$ cat src/rtl/mux_scan_collector.sv
// Drives a 4:1 mux select through 0..3, lets each select settle, samples y into a
// 4-bit word and offers the finished word on a valid/ack handshake.
module mux_scan_collector #(
  parameter int unsigned SETTLE_CYCLES = 1
) (
  input  logic       clk_i,
  input  logic       reset_i,
  input  logic       start_i,
  input  logic       y_i,
  input  logic       ack_i,
  output logic       s1_o,
  output logic       s0_o,
  output logic       busy_o,
  output logic [3:0] word_o,
  output logic       valid_o
);

  typedef enum logic [1:0] {IDLE, SETTLE, SAMPLE, DONE} state_e;

  localparam logic [3:0] CNT_INIT = 4'(SETTLE_CYCLES - 1);

  state_e     state_q, state_d;
  logic [3:0] cnt_q, cnt_d;
  logic [1:0] sel_q, sel_d;
  logic [3:0] word_q, word_d;
  logic       valid_q, valid_d;
  logic       busy_q, busy_d;

  always_ff @(posedge clk_i or posedge reset_i) begin
    if (reset_i) begin
      state_q <= IDLE;
      cnt_q   <= '0;
      sel_q   <= '0;
      word_q  <= '0;
      valid_q <= 1'b0;
      busy_q  <= 1'b0;
    end else begin
      state_q <= state_d;
      cnt_q   <= cnt_d;
      sel_q   <= sel_d;
      word_q  <= word_d;
      valid_q <= valid_d;
      busy_q  <= busy_d;
    end
  end

  always_comb begin
    state_d = state_q;
    cnt_d   = cnt_q;
    sel_d   = sel_q;
    word_d  = word_q;
    valid_d = valid_q;
    busy_d  = busy_q;
    case (state_q)
      IDLE: begin
        if (start_i) begin
          state_d = SETTLE;
          sel_d   = 2'd0;
          word_d  = 4'd0;
          cnt_d   = CNT_INIT;
          busy_d  = 1'b1;
        end
      end
      SETTLE: begin
        if (cnt_q == 4'd0) state_d = SAMPLE;
        else               cnt_d   = cnt_q - 4'd1;
      end
      SAMPLE: begin
        // Select is held through the sample cycle; it only moves on exit.
        word_d[sel_q] = y_i;
        if (sel_q == 2'd3) begin
          state_d = DONE;
          valid_d = 1'b1;
          busy_d  = 1'b0;
        end else begin
          state_d = SETTLE;
          sel_d   = sel_q + 2'd1;
          cnt_d   = CNT_INIT;
        end
      end
      DONE: begin
        if (ack_i) begin
          valid_d = 1'b0;
          if (start_i) begin
            state_d = SETTLE;
            sel_d   = 2'd0;
            word_d  = 4'd0;
            cnt_d   = CNT_INIT;
            busy_d  = 1'b1;
          end else begin
            state_d = IDLE;
          end
        end
      end
      default: state_d = IDLE;
    endcase
  end

  assign s1_o    = sel_q[1];
  assign s0_o    = sel_q[0];
  assign busy_o  = busy_q;
  assign word_o  = word_q;
  assign valid_o = valid_q;

endmodule

$ cat config.mk
export PLATFORM = sky130hd
export DESIGN_NAME = mux_scan_collector
export DESIGN_NICKNAME = d
export VERILOG_FILES = /design/src/rtl/mux_scan_collector.sv
export SDC_FILE = /design/constraint.sdc
export NUM_CORES = 1
export LEC_CHECK = 0
export CORE_MARGIN = 2
export CORE_UTILIZATION = 54
export CTS_CLUSTER_SIZE = 16
export DETAILED_ROUTE_END_ITERATION = 6
export PLACE_DENSITY_LB_ADDON = 0.1
export SETUP_SLACK_MARGIN = 0.05
export SYNTH_ARGS = -nofsm -noshare
export SYNTH_HDL_FRONTEND = slang
export SYNTH_SLANG_ARGS = --single-unit
$ cat constraint.sdc
create_clock -name clk_i -period 2.3 [get_ports clk_i]
set_input_delay 0.46 -clock clk_i [delete_from_list [all_inputs] [get_ports clk_i]]
set_output_delay 0.46 -clock clk_i [all_outputs]
set_load 0.05 [all_outputs]
==> results.cfg <==
[detailed_routing]
drtPass1Iterations = 4
postRouteAntennaNets = 0
drc = 0
via_per_inst = 5.68
avgRoutedWirePerCell_um = 13.5
num_vias = 613
totalWireLength_mm = 1.46
dr.first_iter.drc_count = 15

[yosys]
synth_top_area_share = 0.441
synth_edf_count = 0
avgSynthCellArea_sq_um = 9.93
netlist_area_sq_um = 795
syn-num-nets = 91
ys_seq_area_frac = 0.441
yosysTopAreaCell = dfrtp_1
syn_inst = 80
ys_types = 25
synth-main-ff-cell = dfrtp_1
synth_most_common_cell = dfrtp_1
synth_area_leaders = dfrtp_1, ha_1, o21ai_0, a32o_1, nand2_1
yosys_warnings = 0
synth_seq_cells = 14
synth_top_cells_by_count = dfrtp_1, o21ai_0, nand2_1
async_flop_share = 1.00

[die]
rows = 13
core-area_sq_um = 1330
start_util = 0.596
dieHeight_um = 42.4
io_pins = 13
die_area_sq_um = 1790
die_w_um = 42.4

[cells_and_area]
design_area_sq_um = 940
syn2layout_area_growth_pct = 18.3
multi_input_area_sq_um = 402
n_antenna_cell = 0
drive_above_1_share = 0.0860
nets = 106
fillers = 115
seqCellArea_sq_um = 350

[place]
io_buffers = 12
routabilityCongestion = 0.772
place_area_sq_um = 917
dpl.hpwl_mm = 1.09

[outcome]
status = complete, no violations

[global_routing]
grt_use_total = 0.189
antenna_found_initial = 0
grt_pass1_vias = 589
overflow = 0
grt_max_degree = 15
grt_pass1_wl_mm = 2.57

[power]
power.leakage_uw = 0.000417
ir_worst_vdd_mv = 0.768
p_per_area_nw_per_um2 = 1330

[hold_path]
min_path_type = primary input to async pin

[sta]
finalMaxSlewViolations = 0
rsz0062_at_grt = no
setup_violations = 0
finalCritPeriodShare = 0.864
maxSlewHeadroom = 0.648
fin_crit_ns = 1.99
hold_viol_final = 0
fmaxAchievable_ghz = 0.503
setup_tns_ns = 0
tightestPinTransition_ns = 0.528
clock_skew_ns = 0.00341

[run]
drv_cap = 0

[cts]
clkLatencyLatePin_ns = 0.28
clockRootBuffer = clkbuf_4
clk_pin_slew_worst_paths_ns = 0.08
cts_hold_buf = 0
clockBufferDepth = 2
clock-sinks = 14
cts_setup_buffers = 0
cts-buffers-inserted = 3
h-tree-depth = 1
cts_tree = built
cts_resized = 0

[critical_path]
cp_top_family = buffers and inverters
crit_fanout = 5
cp_slowest_cell = clkdlybuf4s50_1
slowest_delay_ns = 0.83
reg2reg_from = sel_q[0]
crit_type = register to output port
cp_num_buf_inv = 1
cp_data_arrival_time_ns = 1.53
path_cells = clkdlybuf4s50_1
cp-end-kind = output port
worstPathRequired_ns = 1.84
critPathLaunchType = register
crit_start = sel_q[0]
-- cells in the final DEF (no fill, tap or decap) --
cell type and instances:
a21o_4 1, a21oi_1 4, a21oi_4 1, a31oi_1 1, a32o_1 4, clkbuf_4 3, clkdlybuf4s50_1 12, dfrtp_1 14
ha_1 6, inv_1 7, mux2i_1 1, nand2_1 9, nand2b_1 3, nand2b_4 1, nand3_1 2, nor2_1 4
nor3_1 1, o211a_1 1, o211ai_2 1, o21ai_0 11, o22ai_1 1, o32ai_1 1, or3_1 2, or3b_1 1
or3b_2 1
-- cells by family (layout without fill, tap and decap cells) --
group	after synthesis	count (layout)	share of synthesized area
AOI/OAI and AO/OA	26	26	0.239
buffers and inverters	9	22	0.0535
adders and majority gates	6	6	0.0945
muxes	1	1	0.0126
and+or+nand+nor	24	24	0.159
DFF	14	14	0.441
-- routing by layer --
| layer | up-vias | part of all wire | GRT usage |
|---|---|---|---|
| met2 | 9 | 0.43 | 0.274 |
| met3 | 5 | 0.024 | 0.0302 |
| met4 | 0 | 0.025 | 0.0938 |
| met5 | - | 0 | 0 |
| met1 | 291 | 0.52 | 0.272 |
| li1 | 308 | - | - |
-- final cells by class --
cell class,instances,area share
Tap cell,15,0.0200
Multi-Input combinational cell,57,0.427
Inverter,7,0.0280
Clock buffer,3,0.0240
Sequential cell,14,0.373
Timing Repair Buffer,12,0.128
-- flip-flops by register name (all words and copies together) (netlist names) --
name,cells
sel_q,2
state_q,2
word_o,4
valid_o,1
busy_o,1
cnt_q,4
-- worst paths after layout --
check                            end  slack (ns)  cells past startpoint
max in group asynchronous  word_o[3]        1.44                      2
max                             s0_o        0.31                      1
min reg2reg                word_o[0]        0.51                      1
max reg2reg                 sel_q[1]        0.80                      4
min in group clk_i         word_o[0]        0.51                      1
min                         cnt_q[1]        0.51                      2
-- report_power, final --
part           switching, uW  total [uW]  internal (uW)
combinational            400         670            271
sequential               107         437            330
clock                   78.8         140           60.8
total                    585        1250            662
-- stage by stage --
step                utilization  cells  total power [uW]  hold WS [ns]  setup WS (ns)
detailed placement        0.688    105              1110         0.487          0.447
global placement          0.688    105              1100         0.482          0.457
floorplan                     -     80               962         0.349          0.720
global route              0.705    108              1340         0.529          0.265
CTS                       0.705    108              1250         0.509          0.301
finish                    0.705    108              1250         0.506          0.312
Power figures use the tool's default switching activity.
